===== config.mk =====
export PLATFORM = sky130hd
export DESIGN_NAME = shift_rows_pipe
export DESIGN_NICKNAME = d
export VERILOG_FILES = /design/src/rtl/shift_rows_pipe.sv
export SDC_FILE = /design/constraint.sdc
export NUM_CORES = 1
export LEC_CHECK = 0
export ABC_AREA = 1
export CAP_MARGIN = 10
export CORE_ASPECT_RATIO = 1.2
export CORE_MARGIN = 2
export CORE_UTILIZATION = 40
export DETAILED_ROUTE_END_ITERATION = 8
export GPL_TIMING_DRIVEN = 0
export HOLD_SLACK_MARGIN = 0.15
export PLACE_DENSITY = 0.69
export SYNTH_ARGS = -nofsm -noshare
export SYNTH_HDL_FRONTEND = slang
export SYNTH_SLANG_ARGS = --single-unit

===== constraint.sdc =====
create_clock -name clk -period 2.2 [get_ports clk]
set_input_delay 0.66 -clock clk [delete_from_list [all_inputs] [get_ports clk]]
set_output_delay 0.66 -clock clk [all_outputs]
set_load 0.02 [all_outputs]

===== src/rtl/shift_rows_pipe.sv =====
// shift_rows_pipe: registered Rijndael ShiftRows stage with a 2-entry skid buffer.
// Define SHIFT_ROWS_INV_EN to build per-beat inverse shifting (in_inv).
module shift_rows_pipe #(
   parameter  int NB         = 4,
   parameter  int TAG_WIDTH  = 4,
   localparam int DATA_WIDTH = 32 * NB
) (
   input  logic                  clk,
   input  logic                  rst_n,
   input  logic                  in_valid,
   output logic                  in_ready,
   input  logic [DATA_WIDTH-1:0] in_data,
   input  logic                  in_inv,
   input  logic [TAG_WIDTH-1:0]  in_tag,
   output logic                  out_valid,
   input  logic                  out_ready,
   output logic [DATA_WIDTH-1:0] out_data,
   output logic [TAG_WIDTH-1:0]  out_tag,
   output logic [1:0]            occupancy
);

   if (NB != 4 && NB != 6 && NB != 8) begin : g_bad_nb
      $error("shift_rows_pipe: NB must be 4, 6 or 8");
   end

   typedef struct packed {
      logic [DATA_WIDTH-1:0] data;
      logic [TAG_WIDTH-1:0]  tag;
   } beat_t;

   logic [DATA_WIDTH-1:0] fwd_data;
   logic [DATA_WIDTH-1:0] shifted;
   beat_t                 new_beat;
   beat_t                 o_beat;
   beat_t                 s_beat;
   logic                  o_valid;
   logic                  s_valid;
   logic                  accept;
   logic                  pop;

   // Pure wiring: each output byte picks a fixed source byte of its row.
   for (genvar c = 0; c < NB; c++) begin : g_col
      for (genvar r = 0; r < 4; r++) begin : g_row
         localparam int K   = 4 * c + r;
         localparam int OFF = (NB == 8 && r >= 2) ? r + 1 : r;
         localparam int FC  = (c + OFF) % NB;
         localparam int FK  = 4 * FC + r;
         assign fwd_data[DATA_WIDTH-1-8*K -: 8] =
            in_data[DATA_WIDTH-1-8*FK -: 8];
      end
   end

`ifdef SHIFT_ROWS_INV_EN
   logic [DATA_WIDTH-1:0] inv_data;

   for (genvar c = 0; c < NB; c++) begin : g_icol
      for (genvar r = 0; r < 4; r++) begin : g_irow
         localparam int K   = 4 * c + r;
         localparam int OFF = (NB == 8 && r >= 2) ? r + 1 : r;
         localparam int IC  = (c - OFF + NB) % NB;
         localparam int IK  = 4 * IC + r;
         assign inv_data[DATA_WIDTH-1-8*K -: 8] =
            in_data[DATA_WIDTH-1-8*IK -: 8];
      end
   end

   assign shifted = in_inv ? inv_data : fwd_data;
`else
   logic unused_inv;

   assign unused_inv = in_inv;
   assign shifted    = fwd_data;
`endif

   assign new_beat.data = shifted;
   assign new_beat.tag  = in_tag;

   assign in_ready  = ~s_valid;
   assign accept    = in_valid & ~s_valid;
   assign pop       = o_valid & out_ready;
   assign out_valid = o_valid;
   assign out_data  = o_beat.data;
   assign out_tag   = o_beat.tag;
   assign occupancy = {1'b0, o_valid} + {1'b0, s_valid};

   // O drains from S first so beats leave in arrival order.
   always_ff @(posedge clk or negedge rst_n) begin
      if (!rst_n) begin
         o_valid <= 1'b0;
         s_valid <= 1'b0;
         o_beat  <= '0;
         s_beat  <= '0;
      end else if (!o_valid || pop) begin
         if (s_valid) begin
            o_beat  <= s_beat;
            o_valid <= 1'b1;
            s_valid <= 1'b0;
         end else if (accept) begin
            o_beat  <= new_beat;
            o_valid <= 1'b1;
         end else begin
            o_valid <= 1'b0;
         end
      end else if (accept) begin
         s_beat  <= new_beat;
         s_valid <= 1'b1;
      end
   end

endmodule


== After elaboration in Yosys (flattened, before gate mapping) ==
Index checks and enable logic that the tools add are counted.

* Memories: 0
* Word-level logic and storage cells: 23
* Output and inout port bits: 136
* Bits of input ports: 137
* Bits in latches: 0
* Register bits after elaboration: 266
* Memory bits (read-only): 0
* Bits in writable memories: 0

* Reduce and logical (&&, ||, !) cells: 6
* Multipliers: 0
* Add/subtract/negate cells: 1
* Mux-type cells: 6
* Equality and inequality tests: 0
* Shifts and indexed selects: 0
* Bitwise logic cells: 4
* Div/mod/pow operators: 0
* Order comparisons: 0

{| class="wikitable"
|+ Operators with widths
! kind !! count
|-
| two-way mux 132 bit || 2
|-
| two-way mux 1 bit || 4
|-
| AND reduction 2 bit || 2
|-
| nonzero test 2 bit || 2
|-
| adder 1 x 1 -> 2 bit || 1
|-
| bitwise AND 1 bit || 2
|-
| NOT 1 bit || 2
|-
| zero test 1 bit || 1
|-
| logical OR 1 bit || 1
|}

== Logic depth before layout (Yosys ltp) ==
Gate-level depths: netlist of the first run.

* Depth in word-level cells: 4
* Gate-level depth with buffers: 8
* Mapped depth without buffers: 5

== Least setup slack after synthesis of the first run ==
Ideal clock, no wire load.

* Kind: flip-flop to output port
* Start: register s_valid
* End: output port in_ready
* Setup slack: 539 ps
* Data required time: 1540 ps
* Path buffers: 2
* Arrival: 1001 ps
* Cell stages (with the launch flop): 4
* Cells stage by stage: dfrtp_1 -> buf_4 -> inv_2 -> clkbuf_1

* Longest elaborated chain between the ends: 1

{| class="wikitable"
|+ Ends and longest elaborated chain
! element !! RTL line !! source
|-
| start, declared || 37 || <nowiki>logic s_valid;</nowiki>
|-
| start signal, assigned || 90 || <nowiki>s_valid <= 1'b0;</nowiki>
|-
| start signal, assigned || 97 || <nowiki>s_valid <= 1'b0;</nowiki>
|-
| start signal, assigned || 106 || <nowiki>s_valid <= 1'b1;</nowiki>
|-
| NOT 1 bit || 78 || <nowiki>assign in_ready = ~s_valid;</nowiki>
|-
| end, declared || 11 || <nowiki>output logic in_ready,</nowiki>
|}

No other way between the ends.

== Final worst setup path of the first run ==
* Start: register o_beat (netlist bit out_data[19])
* End: output port out_data[19]

{| class="wikitable"
|+ RTL lines
! element !! RTL line !! source
|-
| start, declared || 34 || <nowiki>beat_t o_beat;</nowiki>
|-
| start signal, assigned || 95 || <nowiki>o_beat <= s_beat;</nowiki>
|-
| start signal, assigned || 99 || <nowiki>o_beat <= new_beat;</nowiki>
|-
| end, declared || 17 || <nowiki>output logic [DATA_WIDTH-1:0] out_data,</nowiki>
|}

No word-level cell between the ends.

==> qor.yml, run 1 <==
status:
  outcome: "finished, final reports clean"
layout:
  drive_above_1_share_pct: 7.09
  final_cell_area_um2: 16200
  multi_input_area_um2: 4700
  final_common_cell: "nand2_1"
  mostFrequentLayoutCells: "nand2_1, dfrtp_1, clkdlybuf4s50_1"
  seq_area_um2: 6660
  final_nets: 2009
  nFillCells: 2877
  syn_to_final_growth_pct: 35.7
sta:
  period_needed_ps: 2160
  hold_ws_ps: 133
  setup-violations-final: 0
  maxSlewViolCount: 0
  maxClockFrequency_mhz: 463
  timing.slew.headroom_pct: 49.4
  worst_pin_slew_ps: 759
  rsz0062_at_grt: "no"
  hold_viol_final: 0
  period_share_pct: 98.2
  skew_ps: 12.4
floorplan:
  die_w_um: 162
  initial_core_util_pct: 40.4
  rows: 69
  die_area_um2: 31200
  die_h_um: 193
  core_area_um2: 29500
  ioPinCount: 273
setup_path:
  crit_path_end_kind: "output port"
  reg2regPathDepth: 7
  crit_end: "out_data[19]"
  crit_path_start: "out_data[19]"
  crit_cells: 1
  crit_path_top_delay_cell: "clkdlybuf4s50_1"
  crit-reg2reg-launch: "out_valid"
  cp_max_fo: 2
  critPathMaxStageDelay_ps: 610
  cp_top_family: "buffers and inverters"
  cp_cell_sequence: "clkdlybuf4s50_1"
  cp_data_arrival_time_ps: 1500
  worstReg2RegEnd: "s_beat[113]"
  worst-setup-path-type: "reg2out"
  reg2reg_slack_ps: 380
  cp.buffers_inverters: 1
  cp.required_ps: 1540
  critPathLaunchType: "flop"
global_route:
  grt_util_all_layers_pct: 21.9
  grt_max_degree: 93
  grt_pass1_wl_um: 55300
  grt_pass1_vias: 10648
  antenna_found_initial: 2
  overflow: 0
logic_synthesis:
  synth_cells: 1568
  syn_area_per_cell_um2: 7.61
  syn-num-nets: 1706
  ys_seq_area_share_pct: 55.8
  ys_ff_latch: 266
  ys_types: 15
  yosysWarnings: 0
  netlist_area_um2: 11900
pwr:
  peakVddDrop_uv: 565
  power.leakage_uw: 0.00934
  powerDensity_nw_per_um2: 912
clock_tree:
  cts_tree: "done"
  cts-root-buf: "clkbuf_16"
  path_clk_slew_ps: 60
  cts_buffer_depth: 3
  cts_made_buffers: 28
  worst_skew_pair.late_latency_ps: 550
  h-tree-depth: 1
  clock_sinks: 266
place:
  place_area_um2: 15200
  place_congestion: 0.829
  portBuffers: 271
  dp_hpwl_um: 23200
drt:
  drtIter0Drc: 685
  drc: 0
  ant_nets: 0
  vias: 10733
  dr.pass1.iters: 5
  drt-wirelength-per-cell_um: 14.9
  routed_wl_um: 33900
  vias_per_cell: 4.71
hold_path:
  hp-class: "in2async"
run:
  drv_cap: 0
[where the power goes]
part,leakage (µW),switching (µW),total (µW),internal (µW)
logic,0.00556,2140,3630,1490
registers,0.00331,513,6360,5850
clock network,0.000468,1940,4780,2840
total,0.00934,4590,14800,10200
[cell families (layout without fill, tap and decap cells)]
kind of cell | Yosys count | count (layout) | synth area share, %
other | 0 | 1 | 0
adders and majority gates | 1 | 1 | 0.105
DFF | 266 | 266 | 55.8
buffers and inverters | 103 | 425 | 4.78
and+or+nand+nor | 1198 | 1198 | 39.3
[cell usage after synthesis]
master	count	area (µm²)
ha_1	1	12.5
buf_6	9	101
nand2_2	2	12.5
nand2_1	1059	3980
nor2_4	3	33.8
buf_4	14	105
nor2_1	1	3.75
buf_1	7	26.3
inv_2	3	11.3
dfrtp_1	266	6660
inv_1	1	3.75
nand3_1	132	661
nor2_2	1	6.26
clkbuf_1	18	67.6
buf_2	51	255
[worst min-delay path by stage]
stage / endpoint / slack [ps]
floorplan: out_data[0] / 360
CTS: out_data[23] / 160
finish: out_data[22] / 130
detailed placement: s_beat[37] / 460
global route: s_beat[29] / 190
global placement: s_beat[44] / 450
[cell type report]
| class | instances | share of cell area (%) |
|---|---|---|
| repair buffers | 274 | 17.5 |
| flip-flops and latches | 266 | 41.1 |
| clock inverters | 6 | 0.363 |
| plain buffers | 98 | 3.41 |
| multi-input cells | 1199 | 29.1 |
| inverters | 4 | 0.139 |
| diodes | 1 | 0.0155 |
| well taps | 390 | 3.01 |
| clock buffers | 43 | 5.42 |
[metal layers]
layer	routed length (µm)	track usage, %
met3	2650	5.52
met5	13	0
met2	15700	37.0
met4	725	5.51
met1	14800	28.4
[per-stage QoR]
stage	power [µW]	setup slack, ps	util (%)	std cells	setup TNS (ps)
after floorplan	8380	539	-	1568	0
after global placement	10200	-11110	51.3	2229	-2965670
after detailed placement	10200	-369	51.5	2231	-21720
after CTS	15000	2.06	54.4	2280	0
after global routing	15700	0.298	54.8	2280	0
final	14800	39.0	54.8	2281	0
[flip-flops by register name (all words and copies together) (netlist names)]
signal and cells:
out_data 128, s_beat 132, s_valid 1, out_tag 4, out_valid 1
[repair_timing]
action,in CTS,in global routing
buffers inserted,1,0
hold buffers,0,0
gates resized for setup,62,48
endpoints found under the setup margin,54,48
(Power assumes the default switching activity.)
==> inputs of run 2 (changes only) <==
CORE_MARGIN = 5   (was 2)
CORE_UTILIZATION = 30   (was 40)
PLACE_DENSITY = 0.55   (was 0.69)
==> qor.yml, run 2 (same netlist as run 1, synthesis figures left out) <==
pwr:
  p_total_uw: 15000  # +1.3%
  power_frac_clock_pct: 34.2  # +1.8 points
  switching_share_pct: 31.4  # +0.30 points
  power.leakage_uw: 0.00909  # -2.7%
  peakVddDrop_uv: 563  # -0.25%
  pwr-share-seq_pct: 42.4  # -0.7 points
  p_int_uw: 10300  # +0.85%
  powerDensity_nw_per_um2: 920  # +0.86%
  netSwitchingPower_uw: 4700  # +2.3%
  p_comb_share_pct: 23.4  # -1.1 points
place:
  place_congestion: 0.802  # -3.2%
  portBuffers: 271  # unchanged
  dp_hpwl_um: 25700  # +11%
  dp_slack_ps: -381  # -12.1 ps
sta:
  timing.slew.headroom_pct: 58.7  # +9.2 points
  period_needed_ps: 2150  # -11.2 ps
  skew_ps: 17.7  # +5.34 ps
  worst_pin_slew_ps: 620  # -139 ps
  setup-violations-final: 0  # unchanged
  hold_viol_final: 0  # unchanged
  period_share_pct: 97.7  # -0.51 points
  rsz0062_at_grt: "no"
  maxClockFrequency_mhz: 465  # +0.52%
  maxSlewViolCount: 0  # unchanged
  postLayoutSetupSlackWorst_ps: 50.2  # +11.2 ps
global_route:
  grt_max_degree: 109  # +17%
  antenna_found_initial: 5  # +3
  grt_util_all_layers_pct: 16.5  # -5.4 points
  overflow: 0  # unchanged
  grt_pass1_vias: 10454  # -1.8%
  grt_pass1_wl_um: 58600  # +6.0%
floorplan:
  initial_core_util_pct: 30.2  # -10 points
  die_w_um: 192  # +19%
  die_area_um2: 43900  # +40%
  rows: 80  # +16%
  die_h_um: 228  # +18%
  core_area_um2: 39500  # +34%
  ioPinCount: 273  # unchanged
clock_tree:
  worst_skew_pair.late_latency_ps: 560  # about the same
  h-tree-depth: 1  # unchanged
  cts_made_buffers: 29  # +3.6%
  path_clk_slew_ps: 60  # about the same
  cts-root-buf: "clkbuf_16"
  cts_tree: "done"
  cts_buffer_depth: 3  # unchanged
  clock_sinks: 266  # unchanged
hold_path:
  hp-class: "reg2reg"
setup_path:
  reg2reg_slack_ps: 340  # -40 ps
  worst-setup-path-type: "reg2out"
  crit_path_top_delay_cell: "clkdlybuf4s50_1"
  cp.buffers_inverters: 1  # unchanged
  cp_top_family: "buffers and inverters"
  cp_data_arrival_time_ps: 1490  # about the same
  cp_cell_sequence: "clkdlybuf4s50_1"
  critPathMaxStageDelay_ps: 610  # about the same
  cp.required_ps: 1540  # about the same
  critPathLaunchType: "flop"
  crit_path_end_kind: "output port"
  cp_max_fo: 2  # unchanged
run:
  drv_cap: 0  # unchanged
drt:
  drtIter0Drc: 499  # -27%
  vias: 10698  # -0.33%
  vias_per_cell: 4.41  # -6.4%
  drc: 0  # unchanged
  drt-wirelength-per-cell_um: 15.3  # +2.7%
  routed_wl_um: 37100  # +9.4%
  dr.pass1.iters: 5  # unchanged
  ant_nets: 0  # unchanged
layout:
  final_common_cell: "nand2_1"
  final_nets: 2011  # +0.10%
  largest-register: "s_beat"
  drive_above_1_share_pct: 7.23  # +0.14 points
  syn_to_final_growth_pct: 36.3
  mostFrequentLayoutCells: "nand2_1, dfrtp_1, clkdlybuf4s50_1"
  largest_register_ff_count: 132  # unchanged
status:
  outcome: "finished, final reports clean"
[run 2: changes by cell type in the layout (fill, tap and decap cells not counted), sizes merged]
cell,before,now
clkbuf,60,56
dlygate4sd3,0,1
buf,86,87
clkdlybuf4s50,169,137
dlymetal6s2s,47,10
clkinv,5,10
inv,4,3
bufinv,1,4
dlygate4sd2,52,120
[run 2: final cells by class]
cell class | instances | area (µm²)
tap | 533 | 667
antenna | 1 | 2.50
clock buffer | 39 | 823
buffer | 98 | 559
fill | 4082 | 23300
clock inverter | 13 | 165
multi-input combinational | 1199 | 4700
inverter | 4 | 27.5
timing repair buffer | 275 | 2660
sequential | 266 | 6660
[run 2: per-layer routing]
metal | share of wire [%] | vias up | routed length (µm) | global-route usage, %
li1 | - | 5421 | - | -
met1 | 44 | 4964 | 16300 | 21.9
met2 | 47 | 252 | 17400 | 27.1
met3 | 7.3 | 51 | 2720 | 4.54
met4 | 1.6 | 10 | 600 | 3.41
met5 | 0.17 | - | 62 | 0
[run 2: power groups by stage]
stage | logic (µW) | registers, µW | clock network, µW
after global routing | 3930 | 6470 | 5500
after floorplan | 1450 | 6930 | 0
after detailed placement | 3860 | 6450 | 0
after CTS | 3590 | 6360 | 5320
after global placement | 3820 | 6450 | 0
final | 3500 | 6350 | 5110
[run 2: path summary, 6_finish.rpt]
kind | endpoint | cells past startpoint | from
min | s_beat[69] | 2 | s_beat[69]
max in group asynchronous | s_beat[28] | 3 | rst_n
max | out_data[45] | 1 | out_data[45]
max reg2reg | s_beat[119] | 7 | out_valid
min reg2reg | s_beat[69] | 2 | s_beat[69]
min in group asynchronous | out_data[82] | 2 | rst_n
[run 2: timing repair]
item,in CTS,in global routing
gates resized for setup,132,15
pin swaps,0,0
endpoints found under the hold margin,63,0
setup endpoints to repair,123,13
setup buffers,1,0
hold buffers,1,0
[run 2: metrics by stage]
stage | hold WS, ps | cell area, µm² | cells | utilization [%] | TNS [ps]
after floorplan | 364 | 11900 | 1568 | - | 0
final | 468 | 16300 | 2428 | 41.1 | 0
after global placement | 453 | 15300 | 2372 | 38.7 | -3135010
after global routing | 481 | 16300 | 2427 | 41.1 | 0
after CTS | 473 | 16200 | 2427 | 41.0 | 0
after detailed placement | 459 | 15400 | 2374 | 38.9 | -31130
==> variant: new RTL, settings of run 1 <==
Build with the macro `SHIFT_ROWS_INV_EN` defined.
--- a/src/rtl/shift_rows_pipe.sv
+++ b/src/rtl/shift_rows_pipe.sv
@@ -1,5 +1,7 @@
 // shift_rows_pipe: registered Rijndael ShiftRows stage with a 2-entry skid buffer.
 // Define SHIFT_ROWS_INV_EN to build per-beat inverse shifting (in_inv).
+`define SHIFT_ROWS_INV_EN
+
 module shift_rows_pipe #(
    parameter  int NB         = 4,
    parameter  int TAG_WIDTH  = 4,
Function: changed (Yosys sat finds a counterexample within 4 cycles, from zero or initial values and one cycle with rst_n low).
==> variant against run 1 <==
Setup slack got worse by 5.3 ps; first-iteration DRC count up 33%; area after synthesis grew 6.1%; final cell count increased by 6.1%; global-route usage up 1.1 points; cell area grew 4.7%; die area grew 5.9%; routed wire length up 12%; combinational power is 9.4% higher; power increased by 2.8%; sequential cell count is the same; non-clock buffer count up 1; critical endpoint is now out_data[82].
==> variant: results (changes against run 1) <==
Main area contributors after synthesis: sky130_fd_sc_hd__dfrtp_1 (53%), sky130_fd_sc_hd__nand2_1 (27%), sky130_fd_sc_hd__nor2_1 (3.8%), sky130_fd_sc_hd__o21ai_2 (3.0%), sky130_fd_sc_hd__o21ai_0 (2.7%) (was sky130_fd_sc_hd__dfrtp_1 (56%), sky130_fd_sc_hd__nand2_1 (33%), sky130_fd_sc_hd__nand3_1 (5.5%), sky130_fd_sc_hd__buf_2 (2.1%), sky130_fd_sc_hd__buf_4 (0.88%)). The count of cells along the worst hold path is 2. The fmax was 0.462 GHz (was 0.463 GHz). The maximum number of pins on one net before global-route repair is 121 (was 93). The net count of the mapped netlist came out at 1830 (was 1706).

The number of distinct library cells after synthesis is 17 (was 15). The flip-flop count of the largest register, all copies and words added is 132 (unchanged). The worst voltage drop across the vdd grid is 0.000629 V (was 0.000565 V). The setup slack after placement was -249 ps (was -369 ps). The reported leakage power is 9.69 nW (was 9.34 nW). The share of post-route cells with drive strength above 1 is 9.12% (was 7.09%). The global-route usage over all layers is 23.0% (was 21.9%).

The number of nets in the layout came out at 2135 (was 2009). Result of the run: completed (unchanged). The via count of the first global-routing pass came out at 11800 (was 10600).

The port buffer count came out at 272 (was 271). The post-route clock skew is 10.4 ps (was 12.4 ps). The number of cells on the worst reg-to-reg path came out at 7 (unchanged). The placed instance area came to 15900 um^2 (was 15200 um^2). The register name with the most flops is s_beat (unchanged).

The type of the most critical hold path is flip-flop to flip-flop (was primary input to async pin). The routability congestion estimate is 0.870 (was 0.829). The average wire per cell in the routed design is 15.8 um (was 14.9 um). The global-route wire length before repair came out at 61300 um (was 55300 um). The proportion of synthesized chip area in sequential cells was 52.6% (was 55.8%).

The switching power summed over all nets is 4.87 mW (was 4.59 mW). The detailed-route via count is 11700 (was 10700). The number of filler instances in the final layout is 2929 (was 2877). The post-detailed-placement half-perimeter wirelength came out at 28100 um (was 23200 um).

The launch instance of the worst register-to-register path is s_valid$_DFFE_PN0P_ (was out_valid$_DFFE_PN0P_). The number of antenna violations at the first check in global routing came out at 1 (was 2). The final-layout worst hold slack is 470 ps (was 133 ps).

Commonest cells post-synth: sky130_fd_sc_hd__nand2_1 (918), sky130_fd_sc_hd__dfrtp_1 (266), sky130_fd_sc_hd__nor2_1 (129) (was sky130_fd_sc_hd__nand2_1 (1059), sky130_fd_sc_hd__dfrtp_1 (266), sky130_fd_sc_hd__nand3_1 (132)). The number of DRC violations after detailed-routing iteration 0 is 908 (was 685). The average footprint of a synthesized cell is 7.48 um^2 (was 7.61 um^2). The destination of the worst register-to-register timing path is out_data[39]$_DFFE_PN0P_ (was s_beat[113]$_DFFE_PN0P_). The transition time at the pin with the least slew margin is 636 ps (was 759 ps).

The final routed wirelength across all metal layers came out at 38100 um (was 33900 um). The clock-pin slew of the registers on the worst-case setup and hold paths was 60 ps (about the same). The worst setup slack for register-to-register paths is 440 ps (was 380 ps). The cell with the biggest individual delay on the critical path is sky130_fd_sc_hd__clkdlybuf4s50_1 (unchanged).
[variant: changes by cell type in the layout (fill, tap and decap cells not counted), sizes merged, moves of 2 or more]
cell	run 1	this run
clkbuf	60	58
nand3	132	64
nor2	5	130
nand2	1061	921
clkdlybuf4s50	169	152
inv	4	76
buf	86	89
dlymetal6s2s	47	53
o21ai	0	136
dlygate4sd2	52	63
[variant: power by group through the flow]
stage | Sequential, mW | Clock [mW] | Combinational [mW]
finish | 6.43 | 4.79 | 3.97
global route | 6.56 | 5.08 | 4.40
floorplan | 7.02 | 0 | 1.66
global placement | 6.50 | 0 | 4.12
CTS | 6.43 | 4.88 | 4.06
detailed placement | 6.51 | 0 | 4.19
[variant: final cells by class]
cell class	instances	area, um^2	area share [%]
Tap cell	401	502	2.96
Clock inverter	7	60.1	0.354
Buffer	97	583	3.44
Multi-Input combinational cell	1252	5130	30.3
Inverter	76	290	1.71
Antenna cell	1	2.50	0.0148
Clock buffer	44	872	5.15
Sequential cell	266	6660	39.3
Timing Repair Buffer	276	2850	16.8
[variant: metal layers]
metal  routed length, um  share of wire, %  vias up  track usage (%)
met5                   0                 0        -                0
met4                1260               3.3        0             8.62
met3                2990               7.8       79             5.81
met2               18300                48      404             39.2
met1               15600                41     5445             28.2
li1                    -                 -     5788                -
[variant: worst max-delay path by stage]
stage | depth (start not counted) | end | startpoint
2_1_floorplan | 3 | in_ready | s_valid$_DFFE_PN0P_
3_3_place_gp | 1 | out_data[57]$_DFFE_PN0P_ | rst_n
3_5_place_dp | 4 | in_ready | s_valid$_DFFE_PN0P_
4_1_cts | 1 | out_data[85] | out_data[85]$_DFFE_PN0P_
5_1_grt | 1 | out_data[122] | out_data[122]$_DFFE_PN0P_
6_report | 1 | out_data[82] | out_data[82]$_DFFE_PN0P_
[variant: timing repair]
action / 4_1_cts / 5_1_grt
hold buffers: 1 / 0
hold endpoints to repair: 65 / 0
setup endpoints to repair: 66 / 53
buffers inserted: 1 / 0
gates resized for setup: 79 / 53
[variant: cells by family (layout without fill, tap and decap cells)]
logic type / after synthesis / count (layout) / share of synthesized area [%]
DFF: 266 / 266 / 52.6
buffers and inverters: 174 / 500 / 6.85
AOI/OAI and AO/OA: 136 / 136 / 6.68
and+or+nand+nor: 1115 / 1115 / 33.8
other: 0 / 1 / 0
adders and majority gates: 1 / 1 / 0.0988
